`config.mk`:
```
export PLATFORM = sky130hd
export DESIGN_NAME = writeback_stage_flat
export DESIGN_NICKNAME = d
export VERILOG_FILES = /design/src/rtl/writeback_pkg.sv /design/src/rtl/writeback_if.sv /design/src/rtl/wb_source_mux.sv /design/src/rtl/writeback_stage.sv /design/src/flat_wrapper.sv
export SDC_FILE = /design/constraint.sdc
export NUM_CORES = 1
export LEC_CHECK = 0
export BUFFER_PORTS_ARGS = -buffer_cell sky130_fd_sc_hd__buf_2
export CAP_MARGIN = 25
export CELL_PAD_IN_SITES_DETAIL_PLACEMENT = 1
export CELL_PAD_IN_SITES_GLOBAL_PLACEMENT = 1
export CORE_ASPECT_RATIO = 1.5
export CORE_UTILIZATION = 26
export DETAILED_ROUTE_END_ITERATION = 16
export PLACE_DENSITY_LB_ADDON = 0.2
export SLEW_MARGIN = 30
export SYNTH_ARGS = -nofsm -noshare
export SYNTH_HDL_FRONTEND = slang
export SYNTH_SLANG_ARGS = --single-unit
export TNS_END_PERCENT = 10
```
`constraint.sdc`:
```
create_clock -name clk -period 1.95 [get_ports clk]
set_input_delay 0.4875 -clock clk [delete_from_list [all_inputs] [get_ports clk]]
set_output_delay 0.4875 -clock clk [all_outputs]
set_load 0.005 [all_outputs]
```
`src/rtl/writeback_pkg.sv`:
```
// rtl/writeback_pkg.sv - shared types and default widths for the write-back stage
// Contents: FSM state enum, write-data source enum, default parameter values.
package writeback_pkg;

    localparam int DEF_DATA_W      = 16;
    localparam int DEF_RADDR_W     = 4;
    localparam int DEF_IMM_W       = 4;
    localparam int DEF_MEM_TIMEOUT = 15;
    localparam int DEF_ZERO_REG    = 0;

    typedef enum logic [0:0] {
        IDLE,
        WAIT_MEM
    } wb_state_e;

    typedef enum logic [2:0] {
        SRC_IMM,
        SRC_MEM,
        SRC_SHIFT,
        SRC_LINK,
        SRC_COPY,
        SRC_ALU
    } wb_src_e;

endpackage

```
`src/rtl/writeback_if.sv`:
```
// rtl/writeback_if.sv - instruction/handshake, memory, register-file and forwarding bundle
// slave  : the write-back stage (consumes instruction + load data, drives rf/fwd/timeout)
// master : the surrounding pipeline (drives instruction + load data)
interface writeback_if
    import writeback_pkg::*;
#(
    parameter int DATA_W  = DEF_DATA_W,
    parameter int RADDR_W = DEF_RADDR_W,
    parameter int IMM_W   = DEF_IMM_W
);
    logic               in_valid;
    logic               in_ready;
    logic [RADDR_W-1:0] in_rd;
    logic               in_we;
    logic               is_loadi;
    logic               is_load;
    logic               jump;
    logic               copyreg;
    logic [1:0]         shift_ctrl;
    logic [IMM_W-1:0]   imm;
    logic [DATA_W-1:0]  alu_result;
    logic [DATA_W-1:0]  shift_out;
    logic [DATA_W-1:0]  reg2_data;
    logic [DATA_W-1:0]  pc_next;
    logic [DATA_W-1:0]  mem_rdata;
    logic               mem_rvalid;
    logic               rf_we;
    logic [RADDR_W-1:0] rf_waddr;
    logic [DATA_W-1:0]  rf_wdata;
    logic               fwd_valid;
    logic [RADDR_W-1:0] fwd_addr;
    logic [DATA_W-1:0]  fwd_data;
    logic               load_timeout;

    modport slave (
        input  in_valid, in_rd, in_we, is_loadi, is_load, jump, copyreg, shift_ctrl, imm,
               alu_result, shift_out, reg2_data, pc_next, mem_rdata, mem_rvalid,
        output in_ready, rf_we, rf_waddr, rf_wdata, fwd_valid, fwd_addr, fwd_data, load_timeout
    );

    modport master (
        output in_valid, in_rd, in_we, is_loadi, is_load, jump, copyreg, shift_ctrl, imm,
               alu_result, shift_out, reg2_data, pc_next, mem_rdata, mem_rvalid,
        input  in_ready, rf_we, rf_waddr, rf_wdata, fwd_valid, fwd_addr, fwd_data, load_timeout
    );

endinterface

```
`src/rtl/wb_source_mux.sv`:
```
// rtl/wb_source_mux.sv - priority select of the write-back data source
// Inputs : decode source flags, immediate and candidate data words
// Outputs: o_src (selected source), o_data (selected data, immediate zero-extended)
module wb_source_mux
    import writeback_pkg::*;
#(
    parameter int DATA_W = DEF_DATA_W,
    parameter int IMM_W  = DEF_IMM_W
) (
    input  logic              i_is_loadi,
    input  logic              i_is_load,
    input  logic [1:0]        i_shift_ctrl,
    input  logic              i_jump,
    input  logic              i_copyreg,
    input  logic [IMM_W-1:0]  i_imm,
    input  logic [DATA_W-1:0] i_alu_result,
    input  logic [DATA_W-1:0] i_shift_out,
    input  logic [DATA_W-1:0] i_reg2_data,
    input  logic [DATA_W-1:0] i_pc_next,
    input  logic [DATA_W-1:0] i_mem_rdata,
    output wb_src_e           o_src,
    output logic [DATA_W-1:0] o_data
);
    wb_src_e w_src;

    always_comb begin
        w_src = SRC_ALU;
        if (i_is_loadi)          w_src = SRC_IMM;
        else if (i_is_load)      w_src = SRC_MEM;
        else if (|i_shift_ctrl)  w_src = SRC_SHIFT;
        else if (i_jump)         w_src = SRC_LINK;
        else if (i_copyreg)      w_src = SRC_COPY;
    end

    always_comb begin
        o_data = i_alu_result;
        case (w_src)
            SRC_IMM:   o_data = DATA_W'(i_imm);
            SRC_MEM:   o_data = i_mem_rdata;
            SRC_SHIFT: o_data = i_shift_out;
            SRC_LINK:  o_data = i_pc_next;
            SRC_COPY:  o_data = i_reg2_data;
            default:   o_data = i_alu_result;
        endcase
    end

    assign o_src = w_src;

endmodule

```
`src/rtl/writeback_stage.sv`:
```
// rtl/writeback_stage.sv - registered register-file write-back with load wait/timeout and forwarding
// clk, reset : clock and synchronous active-high reset
// bus        : writeback_if.slave (instruction handshake, load data, rf write, forwarding, timeout)
module writeback_stage
    import writeback_pkg::*;
#(
    parameter int DATA_W      = DEF_DATA_W,
    parameter int RADDR_W     = DEF_RADDR_W,
    parameter int IMM_W       = DEF_IMM_W,
    parameter int MEM_TIMEOUT = DEF_MEM_TIMEOUT,
    parameter int ZERO_REG    = DEF_ZERO_REG
) (
    input  logic       clk,
    input  logic       reset,
    writeback_if.slave bus
);
    localparam int CNT_W = $clog2(MEM_TIMEOUT + 1);

    wb_state_e          r_state;
    wb_state_e          w_state_nxt;
    logic [CNT_W-1:0]   r_cnt;
    logic [CNT_W-1:0]   w_cnt_nxt;
    logic [RADDR_W-1:0] r_pend_rd;
    logic               r_pend_we;
    logic               r_rf_we;
    logic [RADDR_W-1:0] r_rf_waddr;
    logic [DATA_W-1:0]  r_rf_wdata;
    logic               r_load_timeout;

    wb_src_e            w_src;
    logic [DATA_W-1:0]  w_mux_data;
    logic               w_accept;
    logic               w_issue;
    logic               w_issue_we;
    logic [RADDR_W-1:0] w_issue_addr;
    logic [DATA_W-1:0]  w_issue_data;
    logic               w_latch;
    logic               w_timeout;
    logic               w_write;

    wb_source_mux #(
        .DATA_W (DATA_W),
        .IMM_W  (IMM_W)
    ) u_mux (
        .i_is_loadi   (bus.is_loadi),
        .i_is_load    (bus.is_load),
        .i_shift_ctrl (bus.shift_ctrl),
        .i_jump       (bus.jump),
        .i_copyreg    (bus.copyreg),
        .i_imm        (bus.imm),
        .i_alu_result (bus.alu_result),
        .i_shift_out  (bus.shift_out),
        .i_reg2_data  (bus.reg2_data),
        .i_pc_next    (bus.pc_next),
        .i_mem_rdata  (bus.mem_rdata),
        .o_src        (w_src),
        .o_data       (w_mux_data)
    );

    // in_ready depends on state only, so there is no in_valid -> in_ready path.
    assign bus.in_ready = (r_state == IDLE);
    assign w_accept     = bus.in_valid && (r_state == IDLE);

    always_comb begin
        w_state_nxt  = r_state;
        w_cnt_nxt    = r_cnt;
        w_issue      = 1'b0;
        w_issue_we   = 1'b0;
        w_issue_addr = bus.in_rd;
        w_issue_data = w_mux_data;
        w_latch      = 1'b0;
        w_timeout    = 1'b0;
        case (r_state)
            IDLE: begin
                if (w_accept) begin
                    // A load whose data is already valid completes like any other source;
                    // the mux already routes mem_rdata for SRC_MEM.
                    if ((w_src != SRC_MEM) || bus.mem_rvalid) begin
                        w_issue    = 1'b1;
                        w_issue_we = bus.in_we;
                    end else begin
                        w_latch     = 1'b1;
                        w_cnt_nxt   = '0;
                        w_state_nxt = WAIT_MEM;
                    end
                end
            end
            WAIT_MEM: begin
                w_cnt_nxt = r_cnt + 1'b1;
                // Data arriving on the final cycle still wins over the timeout.
                if (bus.mem_rvalid) begin
                    w_issue      = 1'b1;
                    w_issue_we   = r_pend_we;
                    w_issue_addr = r_pend_rd;
                    w_issue_data = bus.mem_rdata;
                    w_state_nxt  = IDLE;
                end else if (w_cnt_nxt == CNT_W'(MEM_TIMEOUT)) begin
                    w_timeout   = 1'b1;
                    w_state_nxt = IDLE;
                end
            end
            default: w_state_nxt = IDLE;
        endcase
    end

    assign w_write = w_issue && w_issue_we && !((ZERO_REG != 0) && (w_issue_addr == '0));

    always_ff @(posedge clk) begin
        if (reset) begin
            r_state        <= IDLE;
            r_cnt          <= '0;
            r_pend_rd      <= '0;
            r_pend_we      <= 1'b0;
            r_rf_we        <= 1'b0;
            r_rf_waddr     <= '0;
            r_rf_wdata     <= '0;
            r_load_timeout <= 1'b0;
        end else begin
            r_state        <= w_state_nxt;
            r_cnt          <= w_cnt_nxt;
            r_rf_we        <= w_write;
            r_load_timeout <= w_timeout;
            if (w_latch) begin
                r_pend_rd <= bus.in_rd;
                r_pend_we <= bus.in_we;
            end
            // Address/data only move on a real write, so the forwarding copy holds otherwise.
            if (w_write) begin
                r_rf_waddr <= w_issue_addr;
                r_rf_wdata <= w_issue_data;
            end
        end
    end

    assign bus.rf_we        = r_rf_we;
    assign bus.rf_waddr     = r_rf_waddr;
    assign bus.rf_wdata     = r_rf_wdata;
    assign bus.fwd_valid    = r_rf_we && (r_state == IDLE);
    assign bus.fwd_addr     = r_rf_waddr;
    assign bus.fwd_data     = r_rf_wdata;
    assign bus.load_timeout = r_load_timeout;

endmodule

```
`src/flat_wrapper.sv`:
```
// flat-port wrapper written by rule: the top's interface ports become plain ports
module writeback_stage_flat import writeback_pkg::*;
#(
    parameter int DATA_W      = DEF_DATA_W,
    parameter int RADDR_W     = DEF_RADDR_W,
    parameter int IMM_W       = DEF_IMM_W,
    parameter int MEM_TIMEOUT = DEF_MEM_TIMEOUT,
    parameter int ZERO_REG    = DEF_ZERO_REG
)
  (clk, reset, bus_in_valid, bus_in_rd, bus_in_we, bus_is_loadi, bus_is_load, bus_jump, bus_copyreg, bus_shift_ctrl, bus_imm, bus_alu_result, bus_shift_out, bus_reg2_data, bus_pc_next, bus_mem_rdata, bus_mem_rvalid, bus_in_ready, bus_rf_we, bus_rf_waddr, bus_rf_wdata, bus_fwd_valid, bus_fwd_addr, bus_fwd_data, bus_load_timeout);
  writeback_if #(.DATA_W(DATA_W), .RADDR_W(RADDR_W), .IMM_W(IMM_W)) bus_i ();
  input  logic clk;
  input  logic reset;
  input wire logic [$bits(bus_i.in_valid)-1:0] bus_in_valid;
  input wire logic [$bits(bus_i.in_rd)-1:0] bus_in_rd;
  input wire logic [$bits(bus_i.in_we)-1:0] bus_in_we;
  input wire logic [$bits(bus_i.is_loadi)-1:0] bus_is_loadi;
  input wire logic [$bits(bus_i.is_load)-1:0] bus_is_load;
  input wire logic [$bits(bus_i.jump)-1:0] bus_jump;
  input wire logic [$bits(bus_i.copyreg)-1:0] bus_copyreg;
  input wire logic [$bits(bus_i.shift_ctrl)-1:0] bus_shift_ctrl;
  input wire logic [$bits(bus_i.imm)-1:0] bus_imm;
  input wire logic [$bits(bus_i.alu_result)-1:0] bus_alu_result;
  input wire logic [$bits(bus_i.shift_out)-1:0] bus_shift_out;
  input wire logic [$bits(bus_i.reg2_data)-1:0] bus_reg2_data;
  input wire logic [$bits(bus_i.pc_next)-1:0] bus_pc_next;
  input wire logic [$bits(bus_i.mem_rdata)-1:0] bus_mem_rdata;
  input wire logic [$bits(bus_i.mem_rvalid)-1:0] bus_mem_rvalid;
  output wire logic [$bits(bus_i.in_ready)-1:0] bus_in_ready;
  output wire logic [$bits(bus_i.rf_we)-1:0] bus_rf_we;
  output wire logic [$bits(bus_i.rf_waddr)-1:0] bus_rf_waddr;
  output wire logic [$bits(bus_i.rf_wdata)-1:0] bus_rf_wdata;
  output wire logic [$bits(bus_i.fwd_valid)-1:0] bus_fwd_valid;
  output wire logic [$bits(bus_i.fwd_addr)-1:0] bus_fwd_addr;
  output wire logic [$bits(bus_i.fwd_data)-1:0] bus_fwd_data;
  output wire logic [$bits(bus_i.load_timeout)-1:0] bus_load_timeout;
  assign bus_i.in_valid = bus_in_valid;
  assign bus_i.in_rd = bus_in_rd;
  assign bus_i.in_we = bus_in_we;
  assign bus_i.is_loadi = bus_is_loadi;
  assign bus_i.is_load = bus_is_load;
  assign bus_i.jump = bus_jump;
  assign bus_i.copyreg = bus_copyreg;
  assign bus_i.shift_ctrl = bus_shift_ctrl;
  assign bus_i.imm = bus_imm;
  assign bus_i.alu_result = bus_alu_result;
  assign bus_i.shift_out = bus_shift_out;
  assign bus_i.reg2_data = bus_reg2_data;
  assign bus_i.pc_next = bus_pc_next;
  assign bus_i.mem_rdata = bus_mem_rdata;
  assign bus_i.mem_rvalid = bus_mem_rvalid;
  assign bus_in_ready = bus_i.in_ready;
  assign bus_rf_we = bus_i.rf_we;
  assign bus_rf_waddr = bus_i.rf_waddr;
  assign bus_rf_wdata = bus_i.rf_wdata;
  assign bus_fwd_valid = bus_i.fwd_valid;
  assign bus_fwd_addr = bus_i.fwd_addr;
  assign bus_fwd_data = bus_i.fwd_data;
  assign bus_load_timeout = bus_i.load_timeout;
  writeback_stage #(.DATA_W(DATA_W), .RADDR_W(RADDR_W), .IMM_W(IMM_W), .MEM_TIMEOUT(MEM_TIMEOUT), .ZERO_REG(ZERO_REG)) u_core (.clk(clk), .reset(reset), .bus(bus_i));
endmodule
```
# [Yosys cells after proc, flatten, opt, wreduce, memory -nomap -nowiden]
# Cells that the tools add are included.
[classes] n_addsub=1 n_eq_ne=8 mux=28 bitwise_logic=1 reduce_logical=8
[op_table] operator="one-hot mux 16 bit (5 select lines)" n=1
[op_table] operator="two-way mux 16 bit" n=2
[op_table] operator="two-way mux 4 bit" n=4
[op_table] operator="two-way mux 1 bit" n=13
[op_table] operator="two-way mux 3 bit" n=4
[op_table] operator="one-hot mux 4 bit (2 select lines)" n=1
[op_table] operator="== test 3 x 2 -> 1 bit, second input constant" n=2
[op_table] operator="one-hot mux 1 bit (2 select lines)" n=3
[op_table] operator="adder 4 x 1 -> 4 bit, second input constant" n=1
[op_table] operator="== test 4 bit, second input constant" n=1
[op_table] operator="== test 3 x 1 -> 1 bit, second input constant" n=1
[op_table] operator="== test 3 bit, second input constant" n=1
[op_table] operator="logical AND 1 bit" n=3
[op_table] operator="logical NOT 3 bit" n=1
[op_table] operator="!= test 3 x 1 -> 1 bit, second input constant" n=1
[op_table] operator="OR reduction 3 bit" n=1
[op_table] operator="!= test 2 x 1 -> 1 bit, second input constant" n=1
[op_table] operator="!= test 2 bit, second input constant" n=1
[op_table] operator="AND reduction 2 bit" n=1
[op_table] operator="OR reduction 2 bit" n=1
[op_table] operator="logical OR 1 bit" n=1
[op_table] operator="inverter 1 bit" n=1
[word_totals] ff_bits=32 inputBits=99 output_inout_bits=44

# [Longest topological paths before layout]
[logic_depth] ltp_word=11 ltp_mapped=7 ltp_nobuf=5

# [Modules after synthesis]
# Synthesis repeated with hierarchy kept, for this count alone.
[hier_totals] cells_unflattened=327 hier_area_um2=2563.7
[by_module_without_submodules] mod="writeback_stage" instances=1 cells_per_inst=191 area_each_um2=1725.4 seq_area_each_um2=640.6
[by_module_without_submodules] mod="wb_source_mux" instances=1 cells_per_inst=136 area_each_um2=838.3 seq_area_each_um2=0.0

# [Least setup slack after synthesis]
# OpenSTA, ideal clock, no wires.
[synth_path] path_kind="input -> register" from="in bus_shift_ctrl[1]" to="reg u_core.r_rf_wdata[12] (netlist: u_core.bus.fwd_data[12])" setup_time_ps=133 arrival_time_ps=1761 required_time_ps=1817 setup_slack_ps=55 stages=6 n_path_buf=2 cell_sequence="or2_2 > clkbuf_1 > buf_2 > a32o_1 > a2111oi_0 > nor4_1"
[synth_between] elab_chain_cells=10 word_cells_on_any_way=21
[synth_rtl] element="start, declared" line="flat_wrapper.sv:21" text="input wire logic [$bits(bus_i.shift_ctrl)-1:0] bus_shift_ctrl;"
[synth_rtl] element="OR reduction 2 bit (*)" line="wb_source_mux.sv:30" text="else if (|i_shift_ctrl) w_src = SRC_SHIFT;"
[synth_rtl] element="two-way mux 3 bit (*)" line="wb_source_mux.sv:30"
[synth_rtl] element="two-way mux 3 bit (*)" line="wb_source_mux.sv:29" text="else if (i_is_load) w_src = SRC_MEM;"
[synth_rtl] element="two-way mux 3 bit (*)" line="wb_source_mux.sv:28" text="if (i_is_loadi) w_src = SRC_IMM;"
[synth_rtl] element="!= test 3 x 1 -> 1 bit" line="writeback_stage.sv:78" text="if ((w_src != SRC_MEM) || bus.mem_rvalid) begin"
[synth_rtl] element="logical OR 1 bit" line="writeback_stage.sv:78"
[synth_rtl] element="two-way mux 1 bit" line="writeback_stage.sv:78"
[synth_rtl] element="two-way mux 1 bit" line="writeback_stage.sv:75" text="if (w_accept) begin"
[synth_rtl] element="one-hot mux 1 bit (2 select lines)" line="writeback_stage.sv:73" text="case (r_state)"
[synth_rtl] element="logical AND 1 bit" line="writeback_stage.sv:106" text="assign w_write = w_issue && w_issue_we && !((ZERO_REG != 0) && (w_issue_addr == '0));"
[synth_rtl] element="end signal, assigned" line="writeback_stage.sv:130" text="r_rf_wdata <= w_issue_data;"
[synth_rtl] element="end, declared" line="writeback_stage.sv:27" text="logic [DATA_W-1:0] r_rf_wdata;"
# Mark *: on every way between the ends. The rest lies on a longest branch, timed or not.
# A chain may end at the register's enable or synchronous reset.

# [Final worst setup path]
[layout_path] from="in bus_shift_ctrl[1]" to="reg u_core.r_rf_wdata[8] (netlist: u_core.bus.fwd_data[8])"
# The elaborated chain is that of the path after synthesis.

==> impl_metrics.json <==
{
  "track_usage": 0.198,
  "worstMarginPinSlew_ns": 0.657,
  "synth_seq_area_share": 0.290,
  "async_reset_ff_frac": 0,
  "cp.required_ns": 2.14,
  "ctsHoldBuffers": 0,
  "initial_utilization": 0.273,
  "syn_avg_cell_area_um2": 8.28,
  "fin_crit_ns": 1.81,
  "whs_ns": 0.463,
  "cp_top_family": "simple AND/OR/NAND/NOR gates",
  "ys_types": 39,
  "port_buffers": 142,
  "drt-total-wl_mm": 8.68,
  "drtIter0Drc": 80,
  "max_stage_delay_ns": 0.50,
  "syn2layout_area_growth_pct": 40.0,
  "min_path_cells": 2,
  "setup_viol": 0,
  "reg2reg_to": "u_core.bus.fwd_data[7]",
  "antenna_found_initial": 0,
  "finalSetupTns_ns": 0,
  "status": "completed",
  "mostFrequentLayoutCells": "buf_2 (142), dfxtp_1 (32), nor3_1 (26), nor2_1 (21)",
  "reg2reg_from": "u_core.r_state",
  "synth_nets": 368,
  "post-cts-setup-buffers": 0,
  "synth-edff-count": 0,
  "wl_per_cell_um": 17.4,
  "clk_path_buf_depth": 2,
  "clock_latency_ns": 0.27,
  "gp_congestion": 0.842,
  "power.density_nw_per_um2": 609,
  "final_layout_size_suffix_gt1_frac": 0.464,
  "fillers": 1052,
  "dr.pass1.iters": 4,
  "cp-end-kind": "register",
  "endpoint": "u_core.bus.fwd_data[8]",
  "met1_length_mm": 3.21,
  "path_class": "input pin to register",
  "ant_nets": 0,
  "dp_hpwl_mm": 6.89,
  "hold_viol_final": 0,
  "max_freq_mhz": 554,
  "syn_area_um2": 2210,
  "cellLeakagePower_nw": 1.43,
  "cts_tree": "built",
  "drv_slew": 0,
  "hold_class": "register to register",
  "start_kind": "input pin",
  "grt_overflow": 0,
  "cts.clk_slew.worst_paths_ns": 0.05,
  "num_io_pins": 143,
  "grt_pass1_vias": 2684,
  "ir_drop_mv": 0.372,
  "timing.final.crit_share": 0.926,
  "cts_resized": 0,
  "grt_pass1_wl_mm": 13.5,
  "crit_cells": 6,
  "row_count": 40,
  "avgViaCountPerCell": 5.14,
  "routed.top_layer": "met4",
  "cts-root-buf": "clkbuf_16",
  "dr_wl_met2_mm": 4.55,
  "die_x_um": 77.3,
  "cpMaxStageDelayCell": "or4_1",
  "core_area_um2": 8110,
  "ff2ff_path_depth": 5,
  "synth_flop_cell": "dfxtp_1",
  "grt_max_degree": 33,
  "drcViolationCount": 0,
  "arrival_ns": 1.99,
  "dpl-instance-area_um2": 2940,
  "dr_wl_met3_um": 686,
  "vias": 2559,
  "rsz0062_at_grt": "false",
  "dieArea_um2": 8880,
  "crit_path_start": "bus_shift_ctrl[1]",
  "nets": 493,
  "relSlewSlack": 0.562,
  "htree_levels": 2,
  "final_area_um2": 3090,
  "final_common_cell": "buf_2",
  "worst-path-buf-inv": 2,
  "rrSetupSlack_ns": 0.36,
  "cts_made_buffers": 5,
  "crit_path_cell_trace": "buf_2, or4_1, buf_4, nor3_2, a2111oi_0, nor4_1",
  "cts_sinks": 32,
  "fp.dieH_um": 115,
  "clock-skew-final_ns": 0.00300,
  "ys_seq_elements": 32,
  "cp_max_fo": 18,
  "ys_warn_count": 0,
  "syn_inst": 267,
  "drv_cap": 0
}
## synth_stat cells (2+ instances only)
cell       number  area [um2]
dfxtp_1        32         641
nor3_1         28         140
nor2_1         22        82.6
buf_4          21         158
mux2i_1        17         170
a32o_1         16         160
nand2_1        13        48.8
nor4_1         13        81.3
nand3_1        12        60.1
clkbuf_1       11        41.3
a2111oi_0      10        87.6
a21oi_1         9        45.0
buf_2           6        30.0
a2111oi_1       5        50.1
nor3_2          5        50.1
a311oi_1        4        35.0
inv_1           4        15.0
nand2b_1        4        25.0
o22ai_1         4        25.0
buf_6           3        33.8
nor2b_1         3        18.8
o21ai_0         3        15.0
a21o_1          2        15.0
a21o_2          2        17.5
ha_1            2        25.0
nand3b_1        2        15.0
xor2_1          2        17.5
## state kept, by name, indices dropped and copies added (netlist names)
signal	flops
u_core.r_cnt	4
u_core.bus.fwd_addr	4
u_core.bus.fwd_data	16
u_core.bus.rf_we	1
u_core.bus.load_timeout	1
u_core.r_pend_we	1
u_core.r_state	1
u_core.r_pend_rd	4
## through the flow
| stage | worst slack [ns] | power (mW) | cells | util |
|---|---|---|---|---|
| final | 0.144 | 1.89 | 498 | 0.382 |
| after global routing | 0.0163 | 1.99 | 497 | 0.381 |
| after CTS | 0.0378 | 1.92 | 497 | 0.379 |
| after detailed placement | -0.250 | 1.15 | 490 | 0.363 |
| after global placement | -0.231 | 1.14 | 490 | 0.363 |
| after floorplan | 0.0552 | 0.951 | 267 | - |
## worst min path at each step
stage,startpoint,endpoint
2_1_floorplan,u_core.r_pend_rd[0],u_core.r_pend_rd[0]
3_3_place_gp,u_core.r_pend_rd[0],u_core.r_pend_rd[0]
3_5_place_dp,u_core.r_pend_rd[1],u_core.r_pend_rd[1]
4_1_cts,u_core.r_pend_rd[1],u_core.r_pend_rd[1]
5_1_grt,u_core.r_pend_rd[0],u_core.r_pend_rd[0]
6_report,u_core.r_pend_rd[3],u_core.r_pend_rd[3]
## metal layers
layer / vias to the layer above / global-route usage
met1: 1199 / 0.203
met5: - / 0
met2: 105 / 0.366
li1: 1242 / -
met3: 13 / 0.0619
met4: 0 / 0.0843
## area by class of cell
type / instances / area, um2 / area share
Multi-Input combinational cell: 188 / 1290 / 0.416
Timing Repair Buffer: 161 / 878 / 0.284
Sequential cell: 32 / 641 / 0.207
Tap cell: 105 / 131 / 0.0425
Clock buffer: 5 / 125 / 0.0404
Inverter: 4 / 15.0 / 0.00485
Clock inverter: 2 / 12.5 / 0.00404
Antenna cell: 1 / 2.50 / 0.000809
## where the power goes
part | internal [mW] | total [mW] | switching (mW)
Sequential | 0.687 | 0.711 | 0.0232
Clock | 0.463 | 0.756 | 0.293
Combinational | 0.215 | 0.419 | 0.204
Total | 1.37 | 1.89 | 0.520
## cells by family after synthesis
group,Yosys count,share of synthesized area
xor gates and xnor gates,2,0.00792
adders and majority gates,2,0.0113
AOI/OAI and AO/OA,57,0.211
buffers and inverters,47,0.134
DFF,32,0.290
muxes,17,0.0770
and+or+nand+nor,110,0.269
## worst min-delay path, delay by kind of cell (launching register included)
family	cells	cell delay [ns]
AOI/OAI and AO/OA	1	0.05
and+or+nand+nor	1	0.05
DFF	1	0.31
(Power assumes the default switching activity.)
